### src/rtl/psr_trap_ctrl.sv
`default_nettype none
// ============================================================================
// psr_trap_ctrl : sequences every PSR write (SAVE/RESTORE, icc, trap, RETT)
//                 plus the PC/nPC local-register saves and the TBR tt write.
// Option macro  : PSR_TRAP_CTRL_WIM_CHECK_EN (WIM checks on save/restore/RETT)
// Revision      : 1.0
// ============================================================================
module psr_trap_ctrl #(
   parameter int NWIN = 8
) (
   input  logic        Clk,
   input  logic        Clr,
   input  logic [31:0] psr_q,
   input  logic [7:0]  wim,
   input  logic        icc_req,
   input  logic [3:0]  icc_new,
   input  logic        save_req,
   input  logic        restore_req,
   input  logic        rett_req,
   input  logic        trap_req,
   input  logic [7:0]  trap_tt,
   output logic        psr_en,
   output logic [3:0]  icc_out,
   output logic [2:0]  cwp_out,
   output logic [1:0]  trap_out,
   output logic        rf_we,
   output logic [1:0]  rf_sel,
   output logic        tbr_we,
   output logic [7:0]  tt_out,
   output logic        ack,
   output logic        busy,
   output logic        error_mode
);

   typedef enum logic [2:0] {
      S_IDLE  = 3'd0,
      S_T_PSR = 3'd1,
      S_T_PC  = 3'd2,
      S_T_NPC = 3'd3,
      S_T_TBR = 3'd4,
      S_R_PSR = 3'd5,
      S_ERROR = 3'd6
   } state_t;

   state_t      r_state, w_next;
   logic [7:0]  r_tt, w_tt;
   logic [2:0]  w_cwp, w_cwp_dec, w_cwp_inc, w_cwp_o;
   logic        w_et, w_s, w_wim_dec, w_wim_inc;
   logic        w_psr_en, w_rf_we, w_tbr_we, w_ack;
   logic [3:0]  w_icc;
   logic [1:0]  w_trap, w_rf_sel;
   logic [7:0]  w_tt_out;

   assign w_cwp     = psr_q[2:0];
   assign w_et      = psr_q[5];
   assign w_s       = psr_q[7];
   assign w_cwp_dec = (w_cwp == 3'd0) ? 3'(NWIN - 1) : w_cwp - 3'd1;
   assign w_cwp_inc = (w_cwp == 3'(NWIN - 1)) ? 3'd0 : w_cwp + 3'd1;

`ifdef PSR_TRAP_CTRL_WIM_CHECK_EN
   assign w_wim_dec = wim[w_cwp_dec];
   assign w_wim_inc = wim[w_cwp_inc];
   logic  w_unused;
   assign w_unused  = &{1'b0, psr_q[31:24], psr_q[19:8], psr_q[6], psr_q[4:3]};
`else
   assign w_wim_dec = 1'b0;
   assign w_wim_inc = 1'b0;
   logic  w_unused;
   assign w_unused  = &{1'b0, wim, psr_q[31:24], psr_q[19:8], psr_q[6], psr_q[4:3]};
`endif

   always_comb begin
      w_next   = r_state;
      w_tt     = r_tt;
      w_psr_en = 1'b0;
      w_icc    = psr_q[23:20];
      w_cwp_o  = w_cwp;
      w_trap   = 2'd0;
      w_rf_we  = 1'b0;
      w_rf_sel = 2'd0;
      w_tbr_we = 1'b0;
      w_tt_out = 8'h00;
      w_ack    = 1'b0;

      case (r_state)
         S_IDLE: begin
            if (trap_req) begin
               if (w_et) begin
                  w_tt   = trap_tt;
                  w_next = S_T_PSR;
               end else begin
                  w_next = S_ERROR;
               end
            end else if (rett_req) begin
               if (w_et) begin
                  w_tt   = 8'h02;
                  w_next = S_T_PSR;
               end else if (!w_s || w_wim_inc) begin
                  w_next = S_ERROR;
               end else begin
                  w_next = S_R_PSR;
               end
            end else if (save_req) begin
               if (w_wim_dec) begin
                  w_tt   = 8'h05;
                  w_next = S_T_PSR;
               end else begin
                  w_psr_en = 1'b1;
                  w_cwp_o  = w_cwp_dec;
                  w_ack    = 1'b1;
               end
            end else if (restore_req) begin
               if (w_wim_inc) begin
                  w_tt   = 8'h06;
                  w_next = S_T_PSR;
               end else begin
                  w_psr_en = 1'b1;
                  w_cwp_o  = w_cwp_inc;
                  w_ack    = 1'b1;
               end
            end else if (icc_req) begin
               w_psr_en = 1'b1;
               w_icc    = icc_new;
               w_ack    = 1'b1;
            end
         end
         S_T_PSR: w_next = S_T_PC;
         S_T_PC:  w_next = S_T_NPC;
         S_T_NPC: w_next = S_T_TBR;
         S_T_TBR: w_next = S_IDLE;
         S_R_PSR: w_next = S_IDLE;
         S_ERROR: w_next = S_ERROR;
         default: w_next = S_IDLE;
      endcase

      // Outputs are registered, so the strobes belong to the state being entered
      case (w_next)
         S_T_PSR: begin
            w_psr_en = 1'b1;
            w_trap   = 2'd1;
            w_cwp_o  = w_cwp_dec;
         end
         S_T_PC: begin
            w_rf_we  = 1'b1;
            w_rf_sel = 2'd1;
         end
         S_T_NPC: begin
            w_rf_we  = 1'b1;
            w_rf_sel = 2'd2;
         end
         S_T_TBR: begin
            w_tbr_we = 1'b1;
            w_tt_out = r_tt;
            w_ack    = 1'b1;
         end
         S_R_PSR: begin
            w_psr_en = 1'b1;
            w_trap   = 2'd2;
            w_cwp_o  = w_cwp_inc;
            w_ack    = 1'b1;
         end
         default: ;
      endcase
   end

   always_ff @(posedge Clk) begin
      if (Clr) begin
         r_state    <= S_IDLE;
         r_tt       <= 8'h00;
         psr_en     <= 1'b0;
         icc_out    <= 4'h0;
         cwp_out    <= 3'd0;
         trap_out   <= 2'd0;
         rf_we      <= 1'b0;
         rf_sel     <= 2'd0;
         tbr_we     <= 1'b0;
         tt_out     <= 8'h00;
         ack        <= 1'b0;
         busy       <= 1'b0;
         error_mode <= 1'b0;
      end else begin
         r_state    <= w_next;
         r_tt       <= w_tt;
         psr_en     <= w_psr_en;
         icc_out    <= w_icc;
         cwp_out    <= w_cwp_o;
         trap_out   <= w_trap;
         rf_we      <= w_rf_we;
         rf_sel     <= w_rf_sel;
         tbr_we     <= w_tbr_we;
         tt_out     <= w_tt_out;
         ack        <= w_ack;
         busy       <= (w_next != S_IDLE);
         error_mode <= (w_next == S_ERROR);
      end
   end

endmodule
`default_nettype wire

### config.mk
export PLATFORM = sky130hd
export DESIGN_NAME = psr_trap_ctrl
export DESIGN_NICKNAME = d
export VERILOG_FILES = /design/src/rtl/psr_trap_ctrl.sv
export SDC_FILE = /design/constraint.sdc
export NUM_CORES = 1
export LEC_CHECK = 0
export ABC_AREA = 1
export ABC_CLOCK_PERIOD_IN_PS = 2110
export BUFFER_PORTS_ARGS = -buffer_cell sky130_fd_sc_hd__buf_4
export CORE_UTILIZATION = 46
export CTS_BUF_LIST = sky130_fd_sc_hd__clkbuf_4
export CTS_CLUSTER_DIAMETER = 80
export DETAILED_ROUTE_END_ITERATION = 10
export PLACE_DENSITY_LB_ADDON = 0.12
export SYNTH_ARGS = -nofsm -noshare
export SYNTH_HDL_FRONTEND = slang
export SYNTH_SLANG_ARGS = --single-unit
### constraint.sdc
create_clock -name Clk -period 2.11 [get_ports Clk]
set_clock_uncertainty 0.15 [all_clocks]
set_input_delay 0.1055 -clock Clk [delete_from_list [all_inputs] [get_ports Clk]]
set_output_delay 0.1055 -clock Clk [all_outputs]
set_load 0.05 [all_outputs]
==> impl_results.md, run 1 <==
- Post-Syn Area: 1541 um2
- Critical path cell sequence: inv_2 > nand2_2 > nor2_4 > nand3b_2 > o21ai_0 > a21oi_1 > dlygate4sd3_1
- Core area: around 3100 um2
- Final WS setup: 148.5 ps
- PwrDens: 899.1 nW/um2
- Number of I/O port buffers: 52
- Final Setup Violations: 0
- Nets: 336
- Initial Util: 0.4928
- Commonest non-fill, non-tap cells in the layout: 52 x buf_4, 39 x nand2_1, 36 x dfxtp_1
- Clock latency on the worst-skew pair: 330 ps
- Post-synthesis adder-cell area fraction: 0.03247
- 1st-pass router iterations: 4
- Std-Cell Rows: 20
- Largest family of logic cells by synthesized area: simple AND/OR/NAND/NOR gates
- Slew Viols, Final: 0
- I/O pins: 84
- Max clock buf depth: 2
- Min Hold Slack: around 23 ps
- Crit-path max cell delay: 560 ps
- CP arrival: ~2000 ps
- Root Buffer: clkbuf_4
- Register area share after synthesis: 0.4675
- Clock sink count: 36
- Vias in the first global route: 1,253
- Hpwl dp: 2.380 mm
- Sequential group share of total power: 0.391
- Die W: between 50 and 60 um
- Slew HR: 0.8003
- Max-cap violations: 0
- Synth unique cells: 21
- Post-synthesis simple-gate area fraction: 0.2849
- HP Class: input port to register
- CTS tree: yes
- Synth top area share: 0.4675
- Area contributors post-synth: dfxtp_1 47%, nand2_1 9.5%, inv_1 7.8%, a21oi_1 3.9%, nand3_1 3.9%
- Area grow syn2layout: 48.86%
- Dominant cell type by area after synthesis: dfxtp_1
- Num CTS Buffers: 5
- Share of cells above drive strength 1: 0.3102
- GPL Wtd Cong: around 0.84
- Pin count of the biggest net entering global routing: 19
- RSZ-0062 raised after global routing: false
- Setup CP Type: register to register
- Final Hold Fails: 0
- Commonest non-fill, non-tap cell in the layout: buf_4
- Clock power frac: 0.236
- ANT nets after route: 0
- First-pass GRT wire length: 5.685 mm
- P_sw: 0.0007639 W
- H-tree Lvls: 2
- Tmin final: 1961 ps
- Yosys warning count: 0
- Post-CTS Repair Setup Buffers: 0
- WL per Instance: 11.63 um
- DRC Markers: 0
- Peak VDD IR: 0.6607 mV
- Drt total wl: 3.698 mm
- All-Layer GR Usage: 0.2200
- Status: completed
- GR Overflow Total: 0
- Pwr Total: 0.002063 W
- Seq cells post-synth: 36
- Synthesized Nets: 256
- DIE AREA: 3587 um2
- Peak fanout along the critical path: 8
- Slew @ Worst Pin: 299.2 ps
- Compound-gate portion of the synthesized area: 0.1055
- Post-Place Setup Slack: 562.7 ps
- Gate power share: 0.373
- Leakage: 1.182 nW
- Sw frac: 0.3702
- Fmax: just over 500 MHz
- DIE HEIGHT: 59.89 um
- DR vias: about 1,500
- Post-synthesis cell count: 193
- Post-synthesis xor/xnor area fraction: 0
- CP Data Required Time: 2200 ps
- 1st-iter DRT viols: 39
- Pint: 0.001299 W
- DR vias/cell: 4.648
- CP Capture Type: register
- Initial antenna violation count: 0
- Total negative slack: 0 ps
- Period Utilization, post-route: 0.9296
- Ant. Diodes: 0
- Critical path's slowest cell: dlygate4sd3_1
- Avg Cell Area, Syn: 7.987 um2
- Startpoint Class: register
- CTS clk-pin slew, worst paths: 120 ps
- Mux cell area share after synthesis: 0
## cells by family (layout without fill, tap and decap cells)
kind of cell               count (synthesis)  count (layout)
DFF                                       36              36
and+or+nand+nor                           84              84
buffers and inverters                     41             122
AOI/OAI and AO/OA                         28              28
adders and majority gates                  4               4
## final cells by class
type / instances / area, um2
clock buffer: 6 / 45.04
clock inverter: 2 / 35.03
fill: 249 / 833.3
inverter: 37 / 138.9
multi-input combinational: 116 / 659.4
sequential: 36 / 720.7
tap: 44 / 55.05
timing repair buffer: 77 / 640.6
## synth_stat cells
| cell | n |
|---|---|
| a211oi_1 | 8 |
| a21oi_1 | 12 |
| buf_6 | 2 |
| clkbuf_1 | 2 |
| dfxtp_1 | 36 |
| ha_1 | 4 |
| inv_1 | 32 |
| inv_2 | 5 |
| nand2_1 | 39 |
| nand2_2 | 3 |
| nand2_4 | 2 |
| nand3_1 | 12 |
| nand3_2 | 4 |
| nand3b_2 | 1 |
| nor2_1 | 10 |
| nor2_2 | 4 |
| nor2_4 | 5 |
| nor3_1 | 3 |
| o211ai_1 | 1 |
| o21ai_0 | 7 |
| or2_2 | 1 |
## state kept, by name (all words and copies together) (netlist names)
signal and count:
r_state 3, busy 1, psr_en 1, trap_out 2, error_mode 1, tt_out 8
rf_we 1, tbr_we 1, icc_out 4, rf_sel 2, ack 1, cwp_out 3
r_tt 8
## critical path: cells and delay by family (launching register included)
kind | cells | cell delay [ps]
buf+inv | 2 | 650
simple gates | 3 | 440
flops | 1 | 350
compound gates | 2 | 270
## metal layers
metal | global-route usage | up-vias | wire [um]
li1 | - | 763 | -
met1 | 0.2747 | 669 | 1621
met2 | 0.3667 | 42 | 1893
met3 | 0.06061 | 4 | 148
met4 | 0.06977 | 0 | 34
met5 | 0 | - | 0
## timing repair
item / in CTS / in global routing
endpoints found under the setup margin: 0 / 6
hold buffers: 25 / 0
gates resized for setup: 0 / 1
endpoints found under the hold margin: 19 / 0
## final timing paths
kind | from | endpoint | slack [ps] | cells after the start
setup / recovery | r_state[0]$_SDFF_PP0_ | icc_out[2]$_SDFF_PP0_ | 150 | 7
hold / removal | psr_q[0] | cwp_out[0]$_SDFF_PP0_ | 20 | 6
setup reg to reg | r_state[0]$_SDFF_PP0_ | icc_out[2]$_SDFF_PP0_ | 150 | 7
hold reg to reg | r_tt[3]$_SDFFE_PP0P_ | tt_out[3]$_SDFF_PP0_ | 290 | 2
## stage by stage
step | util | cells | area [um2]
3_3_place_gp | 0.6256 | 285 | 1957
2_1_floorplan | - | 193 | 1541
6_report | 0.7336 | 318 | 2295
3_5_place_dp | 0.6256 | 285 | 1957
4_1_cts | 0.7312 | 318 | 2287
5_1_grt | 0.7336 | 318 | 2295
## power groups by stage
stage	Clock [W]	Combinational, W	Sequential [W]
4_1_cts	0.000496	0.000762	0.000806
5_1_grt	0.000532	0.000834	0.000813
3_5_place_dp	0	0.000708	0.000821
3_3_place_gp	0	0.000700	0.000819
6_report	0.000487	0.000770	0.000807
2_1_floorplan	0	0.000329	0.00101
Note: power is estimated with default switching activity, not from simulation.
==> run 2, diff against run 1 <==
--- a/config.mk
+++ b/config.mk
@@ -8,7 +8,7 @@
 export ABC_AREA = 1
 export ABC_CLOCK_PERIOD_IN_PS = 2110
 export BUFFER_PORTS_ARGS = -buffer_cell sky130_fd_sc_hd__buf_4
-export CORE_UTILIZATION = 46
+export CORE_UTILIZATION = 49
 export CTS_BUF_LIST = sky130_fd_sc_hd__clkbuf_4
 export CTS_CLUSTER_DIAMETER = 80
 export DETAILED_ROUTE_END_ITERATION = 10
==> run 2 against run 1 <==
Against the previous run:
- clock power down 1%
- largest power group unchanged
- core utilization up 5.6 points
- register-to-register slack about the same
- sequential power down 0.5%
- count of clock-buffer cells in the layout unchanged
==> impl_results.md, run 2 (synthesis gave the netlist of run 1 again) <==
- Status: completed (unchanged)
- Setup CP Type: register to register (unchanged)
- CP arrival: 2040 ps (was 2050 ps)
- Ant. Diodes: 0 (unchanged)
- CTS tree: yes (unchanged)
- Largest registers: r_tt: 8 flops, tt_out: 8 flops, icc_out: 4 flops (unchanged)
- All-Layer GR Usage: 0.2239 (was 0.2200)
- Peak VDD IR: 0.8161 mV (was 0.6607 mV)
- Slew @ Worst Pin: 265.1 ps (was 299.2 ps)
- HP Class: input port to register (unchanged)
- ANT nets after route: 0 (unchanged)
- Peak fanout along the critical path: 8 (unchanged)
- Final Setup Violations: 0 (unchanged)
- CP Data Required Time: 2180 ps (was 2200 ps)
- CP Capture Type: register (unchanged)
- RSZ-0062 raised after global routing: false (unchanged)
- Max-cap violations: 0 (unchanged)
- GR Overflow Total: 0 (unchanged)
- Initial Util: 0.5359 (was 0.4928)
- Root Buffer: clkbuf_4 (unchanged)
- Metal3 WL: 260 um (was 148 um)
- Area grow syn2layout: 47.40% (was 48.86%)
- Clock sink count: 36 (unchanged)
- DR vias: 1,425 (was 1,478)
- Initial antenna violation count: 0 (unchanged)
- Num CTS Buffers: 5 (unchanged)
- Commonest non-fill, non-tap cell in the layout: buf_4 (unchanged)
- Clock latency on the worst-skew pair: 330 ps (about the same)
- 1st-iter DRT viols: 48 (was 39)
- DIE HEIGHT: 58.09 um (was 59.89 um)
- Reg2Reg Capture Point: icc_out[2]$_SDFF_PP0_ (unchanged)
- Startpoint Class: register (unchanged)
- Post-CTS Repair Setup Buffers: 0 (unchanged)
- DIE AREA: 3374 um2 (was 3587 um2)
- Min-delay src: restore_req (was psr_q[0])
- FF-to-FF setup slack: 140 ps (was 150 ps)
- Die W: 58.09 um (was 59.89 um)
- Std-Cell Rows: 19 (was 20)
- WL per Instance: 10.88 um (was 11.63 um)
- Highest routed layer: met4 (unchanged)
- Share of cells above drive strength 1: 0.3125 (was 0.3102)
- Slew Viols, Final: 0 (unchanged)
- Leakage: 1.170 nW (was 1.182 nW)
- Pin count of the biggest net entering global routing: 19 (unchanged)
- Number of I/O port buffers: 52 (unchanged)
- CTS clk-pin slew, worst paths: 100 ps (was 120 ps)
- R2r startpoint: r_state[2]$_SDFF_PP0_ (was r_state[0]$_SDFF_PP0_)
- DR vias/cell: 4.538 (was 4.648)
- Hold Crit Endpoint: psr_en$_SDFF_PP0_ (was cwp_out[0]$_SDFF_PP0_)
- Fmax: 507.6 MHz (was 509.8 MHz)
- H-tree Lvls: 2 (unchanged)
- 1st-pass router iterations: 4 (unchanged)
- Tmin final: 1970 ps (was 1961 ps)
- Slew HR: 0.8231 (was 0.8003)
- I/O pins: 84 (unchanged)
- Max clock buf depth: 2 (unchanged)
- Metal-1 WL: 1.544 mm (was 1.621 mm)
- Total negative slack: 0 ps (unchanged)
- Commonest non-fill, non-tap cells in the layout: 52 x buf_4, 39 x nand2_1, 36 x dfxtp_1 (unchanged)
- GPL Wtd Cong: 0.8533 (was 0.8376)
- Period Utilization, post-route: 0.9337 (was 0.9296)
- Hold Path Depth: 4 (was 6)
- Met2 WL: 1.593 mm (was 1.893 mm)
- Drt total wl: 3.416 mm (was 3.698 mm)
- Pwr Total: 0.002044 W (was 0.002063 W)
- PwrDens: 899.7 nW/um2 (was 899.1 nW/um2)
- First-pass GRT wire length: 5.727 mm (was 5.685 mm)
- Core area: 2877 um2 (was 3128 um2)
- Nets: 334 (was 336)
- Vias in the first global route: 1,342 (was 1,253)
- Final Hold Fails: 0 (unchanged)
- DRC Markers: 0 (unchanged)
- Hpwl dp: 2.212 mm (was 2.380 mm)
- Worst R2R Path Depth: 7 (unchanged)
run 2: how the worst max path moves through the flow:
stage | from | to | slack [ps]
floorplan | r_state[2]$_SDFF_PP0_ | r_tt[6]$_SDFFE_PP0P_ | 800
global placement | r_state[2]$_SDFF_PP0_ | cwp_out[0]$_SDFF_PP0_ | 600
detailed placement | r_state[2]$_SDFF_PP0_ | cwp_out[0]$_SDFF_PP0_ | 590
CTS | r_state[2]$_SDFF_PP0_ | r_tt[3]$_SDFFE_PP0P_ | 100
global route | r_state[0]$_SDFF_PP0_ | icc_out[3]$_SDFF_PP0_ | 4
finish | r_state[2]$_SDFF_PP0_ | icc_out[2]$_SDFF_PP0_ | 140
run 2: critical path: stages, from the launching register on:
cell           delay, ps
dfxtp_1              350
inv_2                 80
nand2_4               80
nor2_4               190
nand3b_2             180
o21ai_0              230
a21oi_1               50
dlygate4sd3_1        560
run 2: through the flow:
step / setup slack, ps / util / hold WS (ps) / instance area [um2] / cells
after floorplan: 798.0 / - / 33.76 / 1541 / 193
after global placement: 595.7 / 0.6794 / 193.6 / 1954 / 283
after detailed placement: 590.3 / 0.6794 / 197.1 / 1954 / 283
after CTS: 96.50 / 0.7873 / 0.1362 / 2265 / 314
after global routing: 4.085 / 0.7899 / 25.01 / 2272 / 314
final: 139.8 / 0.7899 / 3.880 / 2272 / 314
run 2: layout make-up:
cell class                 instances  area [um2]
tap                               42       52.55
fill                             198       604.3
multi-input combinational        116       659.4
timing repair buffer              75       620.6
sequential                        36       720.7
clock buffer                       6       45.04
inverter                          37       138.9
clock inverter                     2       35.03
run 2: repair_timing:
action,CTS,global route
endpoints found under the setup margin,0,4
hold buffers,23,0
hold endpoints to repair,20,0
resized for setup,0,1
run 2: layer usage:
layer,GRT usage,vias to the layer above
li1,-,760
met1,0.2849,613
met2,0.3678,50
met3,0.06250,2
met4,0.07143,0
met5,0,-
run 2: report_power, final:
part	internal, W	leakage [nW]	switching, W
registers	0.000772	0.295	0.0000311
logic	0.000259	0.829	0.000502
clock network	0.000261	0.0456	0.000220
total	0.00129	1.17	0.000752
==> run 3, diff against run 2 <==
--- a/config.mk
+++ b/config.mk
@@ -6,9 +6,9 @@
 export NUM_CORES = 1
 export LEC_CHECK = 0
 export ABC_AREA = 1
-export ABC_CLOCK_PERIOD_IN_PS = 2110
+export ABC_CLOCK_PERIOD_IN_PS = 1710
 export BUFFER_PORTS_ARGS = -buffer_cell sky130_fd_sc_hd__buf_4
-export CORE_UTILIZATION = 49
+export CORE_UTILIZATION = 41
 export CTS_BUF_LIST = sky130_fd_sc_hd__clkbuf_4
 export CTS_CLUSTER_DIAMETER = 80
 export DETAILED_ROUTE_END_ITERATION = 10
==> constraint.sdc (replaced) <==
create_clock -name Clk -period 1.71 [get_ports Clk]
set_clock_uncertainty 0.15 [all_clocks]
set_input_delay 0.0855 -clock Clk [delete_from_list [all_inputs] [get_ports Clk]]
set_output_delay 0.0855 -clock Clk [all_outputs]
set_load 0.05 [all_outputs]
==> run 3 against run 2 <==
Against the previous run:
- global-route usage shrank 4.8 points
- non-clock buffer count unchanged
- hold slack better by 26 ps
- core utilization shrank 14 points
- register-to-register slack better by 100 ps
- critical path type is now input port to register
- sequential share of layout area grew 0.42 points
- critical path depth grew 4
- sequential cell count unchanged
==> impl_results.md, run 3 (synthesis gave the netlist of run 1 again) <==
- DRC Markers: 0 (unchanged)
- Sw frac: 0.3962 (was 0.3680)
- CTS tree: yes (unchanged)
- Peak fanout along the critical path: 9 (was 8)
- Clock latency on the worst-skew pair: 330 ps (about the same)
- # fillers: 315 (was 198)
- PwrDens: 1049 nW/um2 (was 899.7 nW/um2)
- Hold Path Depth: 4 (unchanged)
- Sequential group share of total power: 0.421 (was 0.393)
- Drt total wl: 3.271 mm (was 3.416 mm)
- Post-CTS Resized: 0 (unchanged)
- R2r startpoint: r_state[2]$_SDFF_PP0_ (unchanged)
- CTS clk-pin slew, worst paths: 110 ps (was 100 ps)
- Pint: 0.001420 W (was 0.001292 W)
- Slew HR: 0.8211 (was 0.8231)
- Cell family with most CP delay: simple AND/OR/NAND/NOR gates (was buffers and inverters)
- Period Utilization, post-route: 0.8943
- Max-cap violations: 0 (unchanged)
- ANT nets after route: 0 (unchanged)
- Critical path's slowest cell: dlygate4sd3_1 (unchanged)
- GPL Wtd Cong: 0.8158 (was 0.8533)
- Grt met2 use: 0.2782 (was 0.3678)
- All-Layer GR Usage: 0.1760 (was 0.2239)
- Share of cells above drive strength 1: 0.3125 (unchanged)
- 1st-pass router iterations: 4 (unchanged)
- CP Data Required Time: 1840 ps (was 2180 ps)
- Slew Viols, Final: 0 (unchanged)
- Leakage: 1.144 nW (was 1.170 nW)
- Area grow syn2layout: 45.45% (was 47.40%)
- Total negative slack: 0 ps (unchanged)
- Core area: 3468 um2 (was 2877 um2)
- GR peak layer: met2 (unchanged)
- Hpwl dp: 2.279 mm (was 2.212 mm)
- Ant. Diodes: 0 (unchanged)
- Number of I/O port buffers: 52 (unchanged)
- M3 GR Usage: 0.05072 (was 0.06250)
- Final Hold Fails: 0 (unchanged)
- DR vias: 1,426 (was 1,425)
- Status: completed (unchanged)
- Buffers plus inverters on the worst setup path: 3 (was 2)
- P_sw: 0.0009319 W (was 0.0007523 W)
- Std-Cell Rows: 21 (was 19)
- CP Capture Type: register (unchanged)
- Commonest non-fill, non-tap cells in the layout: 53 x buf_4, 39 x nand2_1, 36 x dfxtp_1 (was 52 x buf_4, 39 x nand2_1, 36 x dfxtp_1)
- Largest registers: r_tt: 8 flops, tt_out: 8 flops, icc_out: 4 flops (unchanged)
- Min-delay src: save_req (was restore_req)
- DR vias/cell: 4.484 (was 4.538)
- Clock sink count: 36 (unchanged)
- GR Util met1: 0.2284 (was 0.2849)
- FF-to-FF setup slack: 240 ps (was 140 ps)
- Hold Crit Endpoint: ack$_SDFF_PP0_ (was psr_en$_SDFF_PP0_)
- Initial antenna violation count: 0 (unchanged)
- Root Buffer: clkbuf_4 (unchanged)
- CP arrival: 1660 ps (was 2040 ps)
- Pin count of the biggest net entering global routing: 17 (was 19)
- Tmin final: 1529 ps
- Final Setup Violations: 0 (unchanged)
- Startpoint Class: input port (was register)
- DIE HEIGHT: 63.32 um (was 58.09 um)
- Die W: 63.32 um (was 58.09 um)
- Vias in the first global route: 1,282 (was 1,342)
- DIE AREA: 4009 um2 (was 3374 um2)
- Min Hold Slack: 30.17 ps (was 3.880 ps)
- Worst R2R Path Depth: 9 (was 7)
- Reg2Reg Capture Point: cwp_out[1]$_SDFF_PP0_ (was icc_out[2]$_SDFF_PP0_)
- HP Class: input port to register (unchanged)
- Peak VDD IR: 0.5900 mV (was 0.8161 mV)
- Critical path cell sequence: dlygate4sd3_1 > buf_4 > nor2_4 > nand2_2 > nor2_4 > nand2_1 > nand2_1 > nand3_1 > nand3_1 > nand2_1 > inv_1 (was inv_2 > nand2_4 > nor2_4 > nand3b_2 > o21ai_0 > a21oi_1 > dlygate4sd3_1)
- Setup CP Type: input port to register (was register to register)
- 1st-iter DRT viols: 59 (was 48)
- Fmax: 653.9 MHz
- I/O pins: 84 (unchanged)
- Cell mode on critical path: nand2_1
- H-tree Lvls: 2 (unchanged)
- Slew @ Worst Pin: 268.1 ps (was 265.1 ps)
- Crit-path max cell delay: 530 ps (was 560 ps)
- Post-CTS Repair Setup Buffers: 0 (unchanged)
- Commonest non-fill, non-tap cell in the layout: buf_4 (unchanged)
- Gate power share: 0.390 (was 0.372)
- Initial Util: 0.4444 (was 0.5359)
- Num CTS Buffers: 5 (unchanged)
- RSZ-0062 raised after global routing: false (unchanged)
- Clock power frac: 0.188 (was 0.235)
- First-pass GRT wire length: 5.526 mm (was 5.727 mm)
- Nets: 334 (unchanged)
- Hold buffer count at CTS: 22 (was 23)
- WL per Instance: 10.29 um (was 10.88 um)
- Max clock buf depth: 2 (unchanged)
- GR Overflow Total: 0 (unchanged)
-- run 3: changes by cell type in the layout (fill, tap and decap cells not counted) --
cell	delta
clkinv_1	+1
nand3_4	-1
nand3_2	+1
inv_6	+1
clkbuf_4	-1
buf_4	+1
dlygate4sd3_1	-1
bufinv_16	-1
-- run 3: final cells by class --
class,count,area (um2),area share
multi-input cells,116,651.9,0.2907
clock inverters,3,17.52,0.007813
inverters,37,138.9,0.06194
repair buffers,75,618.1,0.2757
well taps,46,57.56,0.02567
clock buffers,5,37.54,0.01674
flip-flops and latches,36,720.7,0.3214
-- run 3: worst max path at each step --
stage,start,end,slack (ps),depth (start not counted)
after floorplan,r_state[2]$_SDFF_PP0_,r_tt[6]$_SDFFE_PP0P_,400,7
after global placement,r_state[2]$_SDFF_PP0_,tt_out[4]$_SDFF_PP0_,270,9
after detailed placement,r_state[2]$_SDFF_PP0_,tt_out[3]$_SDFF_PP0_,280,9
after CTS,trap_req,cwp_out[1]$_SDFF_PP0_,200,11
after global routing,trap_req,cwp_out[1]$_SDFF_PP0_,30,11
final,trap_req,cwp_out[1]$_SDFF_PP0_,180,11
-- run 3: worst min-delay path: stages --
cell      delay, ps
buf_4           110
or2_2           120
o211ai_1        100
o21ai_0          70
-- run 3: stage by stage --
stage	instance area (um2)	instances	util	total power (W)	setup WS (ps)
6_report	2242	318	0.6465	0.002352	180.7
5_1_grt	2242	318	0.6465	0.002512	25.53
4_1_cts	2242	318	0.6465	0.002369	204.6
2_1_floorplan	1541	193	-	0.001652	398.0
3_3_place_gp	1967	288	0.5671	0.001885	270.3
3_5_place_dp	1967	288	0.5671	0.001887	284.3
-- run 3: metal layers --
metal | routed length (um) | up-vias
li1 | - | 759
met1 | 1596 | 620
met2 | 1463 | 43
met3 | 175 | 4
met4 | 35 | 0
met5 | 0 | -
-- run 3: power by group through the flow --
stage | combinational [W] | clock (W) | sequential, W
after floorplan | 0.000406 | 0 | 0.00125
after global placement | 0.000876 | 0 | 0.00101
after detailed placement | 0.000877 | 0 | 0.00101
after CTS | 0.000919 | 0.000458 | 0.000992
after global routing | 0.000998 | 0.000511 | 0.00100
final | 0.000918 | 0.000443 | 0.000991
